<file path="config.mk">
export PLATFORM = sky130hd
export DESIGN_NAME = npcg_toggle_bcmd_scheduler
export DESIGN_NICKNAME = d
export VERILOG_FILES = /design/src/rtl/npcg_toggle_bcmd_pkg.sv /design/src/rtl/npcg_toggle_bcmd_pm_mux.sv /design/src/rtl/npcg_toggle_bcmd_scheduler.sv
export SDC_FILE = /design/constraint.sdc
export NUM_CORES = 1
export LEC_CHECK = 0
export BUFFER_PORTS_ARGS = -buffer_cell sky130_fd_sc_hd__buf_2
export CORE_MARGIN = 4
export CORE_UTILIZATION = 43
export DETAILED_ROUTE_END_ITERATION = 10
export MAX_ROUTING_LAYER = met4
export PLACE_DENSITY_LB_ADDON = 0.05
export SYNTH_ARGS = -nofsm -noshare
export SYNTH_HDL_FRONTEND = slang
export SYNTH_SLANG_ARGS = --single-unit
export TNS_END_PERCENT = 100
</file>
<file path="constraint.sdc">
create_clock -name iSystemClock -period 3.5 [get_ports iSystemClock]
set_input_delay 0.7 -clock iSystemClock [delete_from_list [all_inputs] [get_ports iSystemClock]]
set_output_delay 0.7 -clock iSystemClock [all_outputs]
set_load 0.01 [all_outputs]
</file>
<file path="src/rtl/npcg_toggle_bcmd_pkg.sv">
// Shared definitions for the NPCG_Toggle blocking-command scheduler:
// state encoding, opcode decode constants, PM slice layout and idle constants.
package npcg_toggle_bcmd_pkg;

  typedef enum logic [2:0] {
    ST_IDLE  = 3'd0,
    ST_START = 3'd1,
    ST_RUN   = 3'd2,
    ST_DONE  = 3'd3,
    ST_ERR   = 3'd4
  } state_e;

  localparam logic [5:0] OPC_NOP           = 6'b000000;
  localparam logic [2:0] OPC_ENGINE_PREFIX = 3'b100;

  // Per-engine PM slice: {PCommand[7:0], PCommandOption[2:0], NumOfData[15:0]}
  localparam int unsigned PM_SLICE_W     = 27;
  localparam int unsigned PM_NUMDATA_LSB = 0;
  localparam int unsigned PM_NUMDATA_W   = 16;
  localparam int unsigned PM_OPTION_LSB  = 16;
  localparam int unsigned PM_OPTION_W    = 3;
  localparam int unsigned PM_PCMD_LSB    = 19;
  localparam int unsigned PM_PCMD_W      = 8;

  localparam logic [7:0]  IDLE_PCOMMAND        = 8'h00;
  localparam logic [2:0]  IDLE_PCOMMAND_OPTION = 3'b000;
  localparam logic [15:0] IDLE_NUM_OF_DATA     = 16'h1234;

endpackage

</file>
<file path="src/rtl/npcg_toggle_bcmd_pm_mux.sv">
// Selects and unpacks the granted engine's PM slice, or drives the idle
// constants when no engine holds the grant.
module npcg_toggle_bcmd_pm_mux
  import npcg_toggle_bcmd_pkg::*;
#(
  parameter int unsigned NumberOfWays    = 4,
  parameter int unsigned NumberOfEngines = 4
) (
  input  logic                                  grant,
  input  logic [2:0]                            index,
  input  logic [NumberOfWays-1:0]               way,
  input  logic [NumberOfEngines*PM_SLICE_W-1:0] bus,
  output logic [7:0]                            pcommand_c,
  output logic [2:0]                            option_c,
  output logic [NumberOfWays-1:0]               target_way_c,
  output logic [15:0]                           num_of_data_c
);

  logic [PM_SLICE_W-1:0] slice;

  always_comb begin
    slice = '0;
    for (int e = 0; e < int'(NumberOfEngines); e++) begin
      if (index == 3'(e)) slice = bus[e*PM_SLICE_W +: PM_SLICE_W];
    end
  end

  always_comb begin
    pcommand_c    = IDLE_PCOMMAND;
    option_c      = IDLE_PCOMMAND_OPTION;
    target_way_c  = '0;
    num_of_data_c = IDLE_NUM_OF_DATA;
    if (grant) begin
      pcommand_c    = slice[PM_PCMD_LSB +: PM_PCMD_W];
      option_c      = slice[PM_OPTION_LSB +: PM_OPTION_W];
      target_way_c  = way;
      num_of_data_c = slice[PM_NUMDATA_LSB +: PM_NUMDATA_W];
    end
  end

endmodule

</file>
<file path="src/rtl/npcg_toggle_bcmd_scheduler.sv">
// Blocking-command scheduler: decodes one command at a time to an engine,
// pulses its start and grants it the PM bus until its last step.
// Optional RUN watchdog is built when NPCG_BCMD_WATCHDOG_EN is defined.
module npcg_toggle_bcmd_scheduler
  import npcg_toggle_bcmd_pkg::*;
#(
  parameter int unsigned NumberOfWays    = 4,
  parameter int unsigned NumberOfEngines = 4,
  parameter int unsigned WatchdogLimit   = 32'h0000_FFFF
) (
  input  logic                                  iSystemClock,
  input  logic                                  iReset,
  input  logic                                  iCMDValid,
  output logic                                  oCMDReady,
  input  logic [5:0]                            iOpcode,
  input  logic [NumberOfWays-1:0]               iTargetWay,
  output logic [NumberOfEngines-1:0]            oEngineStart,
  input  logic [NumberOfEngines-1:0]            iEngineLastStep,
  input  logic [NumberOfEngines*PM_SLICE_W-1:0] iEnginePMBus,
  output logic [7:0]                            oPM_PCommand,
  output logic [2:0]                            oPM_PCommandOption,
  output logic [NumberOfWays-1:0]               oPM_TargetWay,
  output logic [15:0]                           oPM_NumOfData,
  output logic                                  oCMDDone,
  output logic                                  oCMDError,
  output logic                                  oCMDTimeout,
  output logic [15:0]                           oCMDCount
);

  if (NumberOfEngines < 1 || NumberOfEngines > 8 ||
      WatchdogLimit < 1 || WatchdogLimit > 32'h0000_FFFF) begin : g_param_check
    $error("npcg_toggle_bcmd_scheduler: parameter out of range");
  end

  state_e                     state, state_next;
  logic [2:0]                 index_q;
  logic [NumberOfWays-1:0]    way_q;
  logic [NumberOfEngines-1:0] start_onehot_c;
  logic [NumberOfEngines-1:0] sel_onehot_c;
  logic                       last_step_c;
  logic                       engine_op_c;
  logic                       accept_c;
  logic                       wd_hit_c;
  logic                       grant_c;

  always_comb begin
    start_onehot_c = '0;
    sel_onehot_c   = '0;
    for (int e = 0; e < int'(NumberOfEngines); e++) begin
      start_onehot_c[e] = (iOpcode[2:0] == 3'(e));
      sel_onehot_c[e]   = (index_q == 3'(e));
    end
  end

  // Only the granted engine's last step can end RUN.
  assign last_step_c = |(iEngineLastStep & sel_onehot_c);
  assign accept_c    = (state == ST_IDLE) && iCMDValid;
  assign engine_op_c = (iOpcode[5:3] == OPC_ENGINE_PREFIX) &&
                       ({1'b0, iOpcode[2:0]} < 4'(NumberOfEngines));
  assign grant_c     = (state == ST_START) || (state == ST_RUN);

`ifdef NPCG_BCMD_WATCHDOG_EN
  logic [15:0] wd_cnt;

  // Cleared while in START so RUN always begins counting from zero.
  always_ff @(posedge iSystemClock or posedge iReset) begin
    if (iReset)                 wd_cnt <= '0;
    else if (state == ST_START) wd_cnt <= '0;
    else if (state == ST_RUN)   wd_cnt <= wd_cnt + 16'd1;
  end

  assign wd_hit_c = (state == ST_RUN) && (wd_cnt == 16'(WatchdogLimit - 1));

  always_ff @(posedge iSystemClock or posedge iReset) begin
    if (iReset) oCMDTimeout <= 1'b0;
    else        oCMDTimeout <= wd_hit_c && !last_step_c;
  end
`else
  assign wd_hit_c    = 1'b0;
  assign oCMDTimeout = 1'b0;
`endif

  always_ff @(posedge iSystemClock or posedge iReset) begin
    if (iReset) state <= ST_IDLE;
    else        state <= state_next;
  end

  always_comb begin
    state_next = state;
    unique case (state)
      ST_IDLE: begin
        if (iCMDValid) begin
          if (iOpcode == OPC_NOP) state_next = ST_DONE;
          else if (engine_op_c)   state_next = ST_START;
          else                    state_next = ST_ERR;
        end
      end
      ST_START: state_next = ST_RUN;
      ST_RUN: begin
        if (last_step_c)   state_next = ST_DONE;
        else if (wd_hit_c) state_next = ST_IDLE;
      end
      ST_DONE: state_next = ST_IDLE;
      ST_ERR:  state_next = ST_IDLE;
      default: state_next = ST_IDLE;
    endcase
  end

  // Latched command fields and registered status outputs.
  always_ff @(posedge iSystemClock or posedge iReset) begin
    if (iReset) begin
      index_q      <= '0;
      way_q        <= '0;
      oCMDReady    <= 1'b1;
      oCMDDone     <= 1'b0;
      oCMDError    <= 1'b0;
      oEngineStart <= '0;
      oCMDCount    <= '0;
    end else begin
      if (accept_c) begin
        index_q <= iOpcode[2:0];
        way_q   <= iTargetWay;
      end
      oCMDReady    <= (state_next == ST_IDLE);
      oCMDDone     <= (state_next == ST_DONE);
      oCMDError    <= (state_next == ST_ERR);
      oEngineStart <= (state_next == ST_START) ? start_onehot_c : '0;
      if (state_next == ST_DONE) oCMDCount <= oCMDCount + 16'd1;
    end
  end

  npcg_toggle_bcmd_pm_mux #(
    .NumberOfWays   (NumberOfWays),
    .NumberOfEngines(NumberOfEngines)
  ) u_pm_mux (
    .grant        (grant_c),
    .index        (index_q),
    .way          (way_q),
    .bus          (iEnginePMBus),
    .pcommand_c   (oPM_PCommand),
    .option_c     (oPM_PCommandOption),
    .target_way_c (oPM_TargetWay),
    .num_of_data_c(oPM_NumOfData)
  );

endmodule

</file>
Yosys cells after proc, flatten, opt, wreduce, memory -nomap -nowiden
Cells that the tools add are included.
Storage, ports and cells
  input bits: 125
  output and inout port bits: 55
  register bits after elaboration: 33
  bits in latches: 0
  memories: 0
  ROM bits: 0
  memory bits (writable): 0
Cells by class
  shifts and indexed selects: 0
  $lt $le $gt $ge: 1
  $mul: 0
  divide/modulo/power cells: 0
  reduce and logical (&&, ||, !) cells: 9
  muxes and demuxes: 14
  add/subtract/negate cells: 1
  bitwise logic cells: 1
  equal/unequal tests: 12
Operators by type and width (count)
  $mux W27: 4
  $eq A3 B2 Y1 const B: 6
  $add A16 B1 Y16 const B: 1
  $mux W16: 1
  $mux W3: 5
  $eq A3 B1 Y1 const B: 4
  $logic_not A3 Y1: 4
  $pmux W3 S3: 1
  $mux W4: 2
  $mux W8: 1
  $eq A3 B3 Y1 const B: 2
  $logic_not A6 Y1: 1
  $and A4 B4 Y4: 1
  $reduce_or A4 Y1: 1
  $lt A3 B3 Y1 const B: 1
  $logic_and A1 B1 Y1: 2
  $logic_or A1 B1 Y1: 1

Logic depth before layout (Yosys ltp)
Gate-level depths: netlist (run 1).
  depth after elaboration: 8
  depth in mapped cells: 7

Modules after synthesis
Synthesis (run 1) repeated with hierarchy kept, for this count alone.
Unflattened totals
  cell total of the unflattened synthesis: 264
  area, all modules: 2514.9 um^2
Modules (own cells, without submodules)
  npcg_toggle_bcmd_scheduler: times used 1, cells an instance 127, sequential area each 827.0 um^2, area each 1456.4 um^2
  npcg_toggle_bcmd_pm_mux: times used 1, cells an instance 137, sequential area each 0.0 um^2, area each 1058.5 um^2

Least setup slack after synthesis (run 1)
OpenSTA, ideal clock, no wires.
  path type: flip-flop to output port
  start point: reg index_q[1]
  end point: out oPM_NumOfData[15]
  data arrival time: 1652 ps
  data required time: 2800 ps
  cell stages (with the launch flop): 6
  setup slack: 1148 ps
  cell sequence: dfrtp_1 -> clkbuf_1 -> buf_1 -> clkbuf_1 -> a211oi_1 -> nor3_1
Between the ends
  longest elaborated chain between the ends: 6
  elaborated cells on any way between the ends: 9
  those cells by class: eq/ne (3); mux (5); reduce/logical (1)
Ends and longest elaborated chain
  start, declared: line npcg_toggle_bcmd_scheduler.sv:36  | logic [2:0] index_q;
  start signal, assigned: line npcg_toggle_bcmd_scheduler.sv:121  | index_q <= iOpcode[2:0];
  $logic_not A3 Y1: line npcg_toggle_bcmd_pm_mux.sv:24  | if (index == 3'(e)) slice = bus[e*PM_SLICE_W +: PM_SLICE_W];
  $mux W27 (3 in a row): line npcg_toggle_bcmd_pm_mux.sv:24
  $mux W27 *: line npcg_toggle_bcmd_pm_mux.sv:24
  $mux W16 *: line npcg_toggle_bcmd_pm_mux.sv:33  | if (grant) begin
  end, declared: line npcg_toggle_bcmd_scheduler.sv:23  | output logic [15:0] oPM_NumOfData,
Every way passes the cells marked *; elsewhere a longest branch is shown, timed or not.

Final worst setup path (run 1)
  start point: reg index_q[0]
  end point: out oPM_PCommandOption[0]
Between the ends
  longest elaborated chain between the ends: 6
  elaborated cells on any way between the ends: 9
  those cells by class: eq/ne (3); mux (5); reduce/logical (1)
Ends and longest elaborated chain
  $logic_not A3 Y1: line npcg_toggle_bcmd_pm_mux.sv:24
  $mux W27 (3 in a row): line npcg_toggle_bcmd_pm_mux.sv:24
  $mux W27 *: line npcg_toggle_bcmd_pm_mux.sv:24
  $mux W3 *: line npcg_toggle_bcmd_pm_mux.sv:33
  end, declared: line npcg_toggle_bcmd_scheduler.sv:21  | output logic [2:0] oPM_PCommandOption,
Marks and branches as above.

==> flow_summary.yaml, run 1 <==
status:
  status: "completed"
logic_synthesis:
  postSynthCellCount: 266
  synthTopCellsByArea: "dfrtp_1, a211oi_1, nor3_1"
  yosys.area_share.simple: 0.256
  synth-main-ff-cell: "dfrtp_1"
  synthArstFlopShare: 1.00
  synth_edf_count: 0
  synth-xor-area-share: 0.0618
  ys_seq_area_frac: 0.365
  synth_top_area_share: 0.353
  syn_area_um2: 2270
  synth_top_family_by_area: "simple AND/OR/NAND/NOR gates"
  synth_compound_area_frac: 0.189
  yosysWarnings: 0
  yosys.area_share.adder: 0.00552
  yosys.area.top_type: "dfrtp_1"
  netlist-cell-type-count: 37
  synth.avg_cell_area_um2: 8.52
  synthMuxAreaShare: 0.0707
  syn_nets: 392
  ys_ff_latch: 33
floorplan:
  ios: 180
  dieWidth_um: 80.6
  die_area_um2: 6490
  core_um2: 5110
  start_util: 0.444
  rows: 26
  die_h_um: 80.6
worst_setup_path:
  arrival_ns: 2.32
  r2r_start: "index_q[1]$_DFFE_PP0P_"
  crit_path_end_kind: "output port"
  critPathKind: "register to output port"
  start_kind: "register"
  r2r-end: "oCMDCount[12]$_DFFE_PP0N_"
  required_ns: 2.80
  r2r_cells: 7
  cp_max_fo: 22
  r2r_setup_slack_ns: 1.22
timing:
  maxSlewViolCount: 0
  setup_slack_ns: 0.477
  holdWs_ns: 0.487
  fin_crit_sh: 0.864
  fin_tns_setup_ns: 0
  rsz0062_at_grt: "false"
  finalCriticalPeriod_ns: 3.02
  slew_headroom: 0.431
  fin_skew_ns: 0.00713
  fmax_mhz: 331
  worst_slew_pin_slew_ns: 0.854
  setup_viol: 0
  final_hold_viol_count: 0
global_route:
  antenna_found_initial: 0
  grt_usage: 0.235
  overflow: 0
  grt_pass1_wl_mm: 11.5
  grt_max_degree: 42
  grt_pass1_vias: 2411
detailed_routing:
  first_pass_iters: 5
  routed_wl_mm: 7.90
  vias: 2619
  antenna_left: 0
  vias_per_cell: 5.18
  drc_errors: 0
  dr.first_iter.drc_count: 110
  avgRoutedWirePerCell_um: 15.6
clock_network:
  cts_resized: 0
  cts_root_buf: "clkbuf_8"
  h-tree-depth: 2
  clockBufferDepth: 2
  clock_latency_ns: 0.29
  postCtsHoldBufs: 0
  clk_pin_slew_ns: 0.07
  post_cts_buffers: 0
  cts_tree: "done"
  numCtsBuffers: 5
  cts_sinks: 33
cells_and_area:
  diodes: 0
  final_common_cell: "buf_2"
  fin_area_um2: 3300
  drive_gt1_frac: 0.463
  area_delta_synth_final_pct: 45.6
  fill_cells: 473
  fin_nets: 561
  mostFrequentLayoutCells: "buf_2, nor3_1, dfrtp_1"
placement:
  port_buffers: 178
  dp_slack_ns: 0.843
  postPlaceCellArea_um2: 3200
  hpwlAfterDp_mm: 6.24
  place_congestion: 0.841
job:
  max_cap_viol_count: 0
hold_path:
  min_path_type: "input port to asynchronous set/reset pin"
power:
  ir_drop_v: 0.000421
  p_leak_nw: 1.79
  power_density_nw_per_um2: 572
-- power by group --
part | switching (mW) | internal, mW
clock | 0.135 | 0.178
combinational | 0.565 | 0.445
sequential | 0.101 | 0.464
-- worst max-delay path by stage --
stage / startpoint / end / slack (ns) / cells past startpoint
after floorplan: index_q[1]$_DFFE_PP0P_ / oPM_NumOfData[15] / 1.15 / 5
after global placement: index_q[0]$_DFFE_PP0P_ / oPM_PCommandOption[0] / 0.89 / 5
after detailed placement: index_q[0]$_DFFE_PP0P_ / oPM_NumOfData[0] / 0.84 / 5
after CTS: index_q[0]$_DFFE_PP0P_ / oPM_NumOfData[0] / 0.53 / 5
after global routing: index_q[0]$_DFFE_PP0P_ / oPM_PCommand[2] / 0.33 / 5
final: index_q[0]$_DFFE_PP0P_ / oPM_PCommandOption[0] / 0.48 / 5
-- cell families (layout without fill, tap and decap cells) --
family | after synthesis | after routing
compound gates | 62 | 62
xor+xnor | 16 | 16
fa+ha+maj | 1 | 1
buf+inv | 29 | 199
flops | 33 | 33
mux | 15 | 15
other cells | 1 | 1
simple gates | 109 | 109
-- Yosys cell counts (5+ instances only) --
master	number
nor3_1	31
nand2_1	8
mux2_2	8
dfrtp_1	32
xor2_1	12
mux2i_1	7
inv_1	8
nor2b_1	23
a211oi_1	21
o22ai_1	23
and2_1	8
clkbuf_1	15
o221ai_1	5
a21oi_1	6
nor2_1	17
nand3_1	7
-- flip-flops by register name, indices dropped and copies added, names as in the netlist --
register and flops:
oCMDCount 16, oCMDDone 1, oEngineStart 4, way_q 4
state 3, index_q 3, oCMDReady 1, oCMDError 1
-- routing by layer --
layer  GRT usage  up-vias  part of all wire  wire length (µm)
met4      0.0811        0             0.016               130
met5           -        -                 0                 0
met2       0.407      104              0.51              4070
li1            -     1316                 -                 -
met3      0.0628       17              0.10               794
met1       0.261     1182              0.37              2910
-- worst max-delay path, cell delays in order (launching register included) --
cell and delay (ns):
dfrtp_1 0.49, buf_4 0.26, nand2b_1 0.63, o22ai_1 0.20
nor3_1 0.27, buf_2 0.18
-- stage by stage --
step	std cells	utilization	power (mW)
2_1_floorplan	266	-	1.27
3_5_place_dp	498	0.626	1.59
5_1_grt	506	0.646	2.03
6_report	506	0.646	1.89
4_1_cts	506	0.646	1.90
3_3_place_gp	498	0.626	1.57
-- layout make-up --
type / instances / area [µm²] / share of cell area
multi-input cells: 204 / 1320 / 0.401
well taps: 70 / 87.6 / 0.0265
flip-flops and latches: 33 / 828 / 0.251
clock buffers: 7 / 96.3 / 0.0292
repair buffers: 183 / 928 / 0.281
clock inverters: 1 / 5.00 / 0.00152
inverters: 8 / 30.0 / 0.00910
(Power assumes the default switching activity.)
==> run 2: changes to the inputs <==
--- a/config.mk
+++ b/config.mk
@@ -7,11 +7,12 @@
 export LEC_CHECK = 0
 export BUFFER_PORTS_ARGS = -buffer_cell sky130_fd_sc_hd__buf_2
 export CORE_MARGIN = 4
-export CORE_UTILIZATION = 43
+export CORE_UTILIZATION = 45
 export DETAILED_ROUTE_END_ITERATION = 10
 export MAX_ROUTING_LAYER = met4
 export PLACE_DENSITY_LB_ADDON = 0.05
 export SYNTH_ARGS = -nofsm -noshare
 export SYNTH_HDL_FRONTEND = slang
+export SYNTH_HIERARCHICAL = 1
 export SYNTH_SLANG_ARGS = --single-unit
 export TNS_END_PERCENT = 100
==> flow_summary.yaml, run 2 <==
clock_network:
  cts_sinks: 33
  cts_resized: 0
  clk_pin_slew_ns: 0.07
  numCtsBuffers: 5
  postCtsHoldBufs: 0
  clockBufferDepth: 2
  post_cts_buffers: 0
  h-tree-depth: 2
  clock_latency_ns: 0.28
  cts_root_buf: "clkbuf_8"
  cts_tree: "done"
cells_and_area:
  final_common_cell: "buf_2"
  drive_gt1_frac: 0.499
  fill_cells: 459
  mostFrequentLayoutCells: "buf_2, dfrtp_1, nor2_1"
  fin_area_um2: 3460
  diodes: 0
  largestRegisters: "oCMDCount (16), oEngineStart (4), way_q (4)"
  area_delta_synth_final_pct: 37.6
  fin_nets: 560
  largest_register_ffs: 16
  largest-register: "oCMDCount"
detailed_routing:
  dr.first_iter.drc_count: 104
  avgRoutedWirePerCell_um: 15.8
  antenna_left: 0
  vias_per_cell: 5.19
  drc_errors: 0
  routed_wl_mm: 8.00
  first_pass_iters: 4
  vias: 2622
logic_synthesis:
  synth_top_area_share: 0.318
  syn_nets: 390
  postSynthCellCount: 264
  ys_seq_area_frac: 0.329
  yosys.area.top_type: "dfrtp_1"
  ys_top_cells_by_count: "dfrtp_1, nor2_1, nand2_1"
  synthArstFlopShare: 1.00
  synth-main-ff-cell: "dfrtp_1"
  yosysWarnings: 6
  yosysMostFrequentCell: "dfrtp_1"
  ys_ff_latch: 33
  synth_edf_count: 0
  synthTopCellsByArea: "dfrtp_1, o221ai_2, a211oi_1"
  netlist-cell-type-count: 43
  syn_area_um2: 2510
  synth.avg_cell_area_um2: 9.53
worst_setup_path:
  crit_path_max_incr_delay_ns: 0.47
  crit_path_end_kind: "output port"
  critical_path.slowest_cell: "buf_4"
  crit_chain: "buf_4 > nand3b_4 > o221ai_1 > nor2_1 > buf_2"
  r2r_start: "state[2]$_DFF_PP0_"
  required_ns: 2.80
  critical_path.top_delay_family: "buffers and inverters"
  r2r-end: "oCMDCount[1]$_DFFE_PP0N_"
  arrival_ns: 2.19
  r2r_cells: 4
  r2r_setup_slack_ns: 1.01
  crit_buf_inv: 2
  cp_max_fo: 53
  critPathKind: "register to output port"
  start_kind: "register"
hold_path:
  min_delay_path_depth: 2
  min_from: "way_q[3]$_DFFE_PP0P_"
  worstHoldEndpoint: "way_q[3]$_DFFE_PP0P_"
  min_path_type: "register to register"
floorplan:
  core_um2: 5270
  dieWidth_um: 82.8
  die_area_um2: 6850
  die_h_um: 82.8
  ios: 180
  rows: 26
  start_util: 0.477
timing:
  fin_skew_ns: 0.00408
  worst_slew_pin_slew_ns: 0.667
  final_hold_viol_count: 0
  maxSlewViolCount: 0
  rsz0062_at_grt: "false"
  fin_crit_sh: 0.825
  fin_tns_setup_ns: 0
  fmax_mhz: 346
  finalCriticalPeriod_ns: 2.89
  slew_headroom: 0.555
  setup_viol: 0
power:
  power_density_nw_per_um2: 559
  p_leak_nw: 1.74
  ir_drop_v: 0.000398
placement:
  hpwlAfterDp_mm: 6.17
  postPlaceCellArea_um2: 3370
  place_congestion: 0.849
  port_buffers: 178
status:
  status: "completed"
global_route:
  overflow: 0
  grt_pass1_wl_mm: 11.6
  grt_pass1_vias: 2436
  grt_max_degree: 54
  antenna_found_initial: 0
  grt_usage: 0.225
job:
  max_cap_viol_count: 0
## run 2: changes by cell type after synthesis, moves of 9 or more
| cell | change |
|---|---|
| o221ai_2 | +15 |
| xor2_1 | -11 |
| nor3_1 | -28 |
| nor2_1 | +9 |
| o22ai_1 | -23 |
| xnor2_1 | +11 |
| nand2_1 | +16 |
| clkbuf_1 | -14 |
## run 2: final cells by class
type                            count  area (µm²)  area share
Sequential cell                    33         828       0.239
Clock buffer                        5        68.8      0.0199
Multi-Input combinational cell    203        1500       0.432
Inverter                            7        26.3     0.00759
Clock inverter                      3        17.5     0.00506
Timing Repair Buffer              184         936       0.271
Tap cell                           70        87.6      0.0253
## run 2: metal layers
layer	global-route usage	vias up	routed length (µm)
met5	-	-	0
met2	0.390	98	3990
met4	0.0458	0	50
met3	0.0456	5	746
li1	-	1310	-
met1	0.271	1209	3200
## run 2: worst max-delay path by stage
stage	endpoint	cells past startpoint	slack, ns	start
6_report	oPM_NumOfData[15]	5	0.61	index_q[1]$_DFFE_PP0P_
2_1_floorplan	oCMDCount[11]$_DFFE_PP0N_	7	1.15	iCMDValid
3_3_place_gp	oCMDCount[1]$_DFFE_PP0N_	5	0.77	iCMDValid
3_5_place_dp	oCMDCount[1]$_DFFE_PP0N_	5	0.74	iCMDValid
5_1_grt	oPM_PCommandOption[2]	5	0.45	index_q[1]$_DFFE_PP0P_
4_1_cts	oPM_PCommandOption[2]	5	0.60	index_q[1]$_DFFE_PP0P_
## run 2: worst reg2reg max path, cell delays in order, from the launching register on
cell	delay (ns)
dfrtp_1	0.46
or4b_1	0.70
o32ai_4	0.35
a21boi_4	0.48
mux2_2	0.39
## run 2: power by group
part           leakage (nW)  internal, mW  switching, mW  total, mW
Combinational          1.25         0.468          0.662       1.13
Clock                0.0439         0.137          0.137      0.274
Sequential            0.440         0.461         0.0678      0.529
Total                  1.74          1.07          0.866       1.93
## run 2: cell families after synthesis
kind of cell,synth area share
compound gates,0.243
buf+inv,0.0766
flops,0.329
fa+ha+maj,0.00497
simple gates,0.256
xor+xnor,0.0557
other cells,0.00149
mux,0.0333
## run 2: stage by stage
step	util	instances	setup slack, ns	power, mW	hold WS [ns]
floorplan	-	264	1.15	1.40	0.438
global placement	0.640	497	0.769	1.65	0.457
detailed placement	0.640	497	0.743	1.67	0.458
CTS	0.656	505	0.596	1.95	0.474
global route	0.656	505	0.454	2.09	0.513
finish	0.656	505	0.611	1.93	0.478
==> run 3: changes to the inputs <==
--- a/config.mk
+++ b/config.mk
@@ -7,7 +7,7 @@
 export LEC_CHECK = 0
 export BUFFER_PORTS_ARGS = -buffer_cell sky130_fd_sc_hd__buf_2
 export CORE_MARGIN = 4
-export CORE_UTILIZATION = 45
+export CORE_UTILIZATION = 42
 export DETAILED_ROUTE_END_ITERATION = 10
 export MAX_ROUTING_LAYER = met4
 export PLACE_DENSITY_LB_ADDON = 0.05
==> constraint.sdc (replaced) <==
create_clock -name iSystemClock -period 2.7 [get_ports iSystemClock]
set_input_delay 0.54 -clock iSystemClock [delete_from_list [all_inputs] [get_ports iSystemClock]]
set_output_delay 0.54 -clock iSystemClock [all_outputs]
set_load 0.01 [all_outputs]
==> flow_summary.yaml, run 3 (synthesized netlist as in run 2, its figures left out) <==
placement:
  port_buffers: 178
  dp_cells: 501
  place_congestion: 0.880
  hpwlAfterDp_mm: 6.36
  dp_slack_ns: 0.258
cells_and_area:
  fill_cells: 503
  fin_cells: 510
  largest_register_ffs: 16
  diodes: 0
  fin_nets: 563
  area_delta_synth_final_pct: 41.1
  largest-register: "oCMDCount"
  mostFrequentLayoutCells: "buf_2, dfrtp_1, nor2_1"
  largestRegisters: "oCMDCount (16), oEngineStart (4), way_q (4)"
  drive_gt1_frac: 0.502
  final_common_cell: "buf_2"
detailed_routing:
  drc_errors: 0
  antenna_left: 0
  dr.first_iter.drc_count: 116
  vias: 2696
  first_pass_iters: 4
  avgRoutedWirePerCell_um: 16.2
  routed_wl_mm: 8.25
  vias_per_cell: 5.29
global_route:
  antenna_found_initial: 0
  grt_pass1_vias: 2542
  grt_usage: 0.221
  grt_max_degree: 36
  grt_pass1_wl_mm: 12.8
  overflow: 0
timing:
  fmax_mhz: 405
  finalCriticalPeriod_ns: 2.47
  fin_skew_ns: 0.00483
  slew_headroom: 0.558
  setup_slack_ns: 0.231
  fin_tns_setup_ns: 0
  setup_viol: 0
  maxSlewViolCount: 0
  final_hold_viol_count: 0
  rsz0062_at_grt: "false"
  fin_crit_sh: 0.914
  worst_slew_pin_slew_ns: 0.662
floorplan:
  rows: 27
  start_util: 0.446
  dieWidth_um: 85.4
  die_h_um: 85.4
  core_um2: 5640
  ios: 180
  die_area_um2: 7290
worst_setup_path:
  r2r_setup_slack_ns: 0.38
  arrival_ns: 1.93
  cp_max_fo: 22
  start_kind: "register"
  crit_path_end_kind: "output port"
  r2r-end: "oCMDCount[1]$_DFFE_PP0N_"
  r2r_start: "state[0]$_DFF_PP0_"
  required_ns: 2.16
  r2r_cells: 4
  critPathKind: "register to output port"
clock_network:
  clockBufferDepth: 2
  clock_latency_ns: 0.28
  clk_pin_slew_ns: 0.07
  cts_root_buf: "clkbuf_8"
  numCtsBuffers: 5
  cts_sinks: 33
  cts_tree: "done"
  h-tree-depth: 2
power:
  power_density_nw_per_um2: 779
  ir_drop_v: 0.000463
  p_leak_nw: 1.79
status:
  status: "completed"
hold_path:
  min_path_type: "input port to asynchronous set/reset pin"
job:
  max_cap_viol_count: 0
==> run 3: cell types whose count changed in the layout (fill, tap and decap cells not counted), sizes merged <==
cell      delta
clkinv       -2
bufinv       +2
nand3b       +1
inv          +1
clkinvlp     -1
buf          +2
==> run 3: power breakdown <==
part / leakage, nW / internal [mW] / total [mW] / switching, mW
registers: 0.440 / 0.597 / 0.709 / 0.112
clock network: 0.0687 / 0.371 / 0.560 / 0.188
logic: 1.28 / 0.637 / 1.50 / 0.861
total: 1.79 / 1.61 / 2.77 / 1.16
==> run 3: area by class of cell <==
type,count,area (µm²),share of cell area
Multi-Input combinational cell,204,1520,0.427
Inverter,7,26.3,0.00740
Clock inverter,3,68.8,0.0194
Tap cell,72,90.1,0.0254
Clock buffer,5,68.8,0.0194
Sequential cell,33,828,0.233
Timing Repair Buffer,186,951,0.268
==> run 3: critical path, cell delays in order, from the launching register on <==
cell and delay, ns:
dfrtp_1 0.42, xnor2_1 0.19, nor2_1 0.15, and2b_4 0.40, o221ai_1 0.19, nor2_1 0.13
buf_2 0.15
==> run 3: metal layers <==
metal	part of all wire	global-route usage	wire length (µm)	vias to the layer above
met5	0	-	0	-
met4	0.0061	0.0446	50	0
met3	0.067	0.0379	549	4
met2	0.52	0.391	4330	109
met1	0.40	0.264	3330	1263
li1	-	-	-	1320
==> run 3: worst max path at each step <==
stage,from,end,slack (ns),cells after the start
after detailed placement,iCMDValid,oCMDCount[1]$_DFFE_PP0N_,0.26,5
after global placement,iCMDValid,oCMDCount[1]$_DFFE_PP0N_,0.29,5
after global routing,index_q[1]$_DFFE_PP0P_,oPM_PCommand[7],0.06,5
final,state[0]$_DFF_PP0_,oPM_NumOfData[3],0.23,6
after floorplan,iCMDValid,oCMDCount[11]$_DFFE_PP0N_,0.51,7
after CTS,index_q[1]$_DFFE_PP0P_,oPM_PCommand[7],0.05,5
==> run 3: what timing repair did <==
item / in CTS / in global routing
setup endpoints to repair: 0 / 27
buffers inserted: 0 / 0
gates resized for setup: 0 / 2
hold buffers: 0 / 0
==> run 3: metrics by stage <==
step	area (µm²)	total power, mW	util	hold slack, ns
after global placement	3390	2.17	0.601	0.451
final	3550	2.77	0.629	0.338
after detailed placement	3390	2.19	0.601	0.460
after global routing	3550	2.99	0.629	0.384
after CTS	3530	2.76	0.625	0.357
after floorplan	2510	1.82	-	0.438
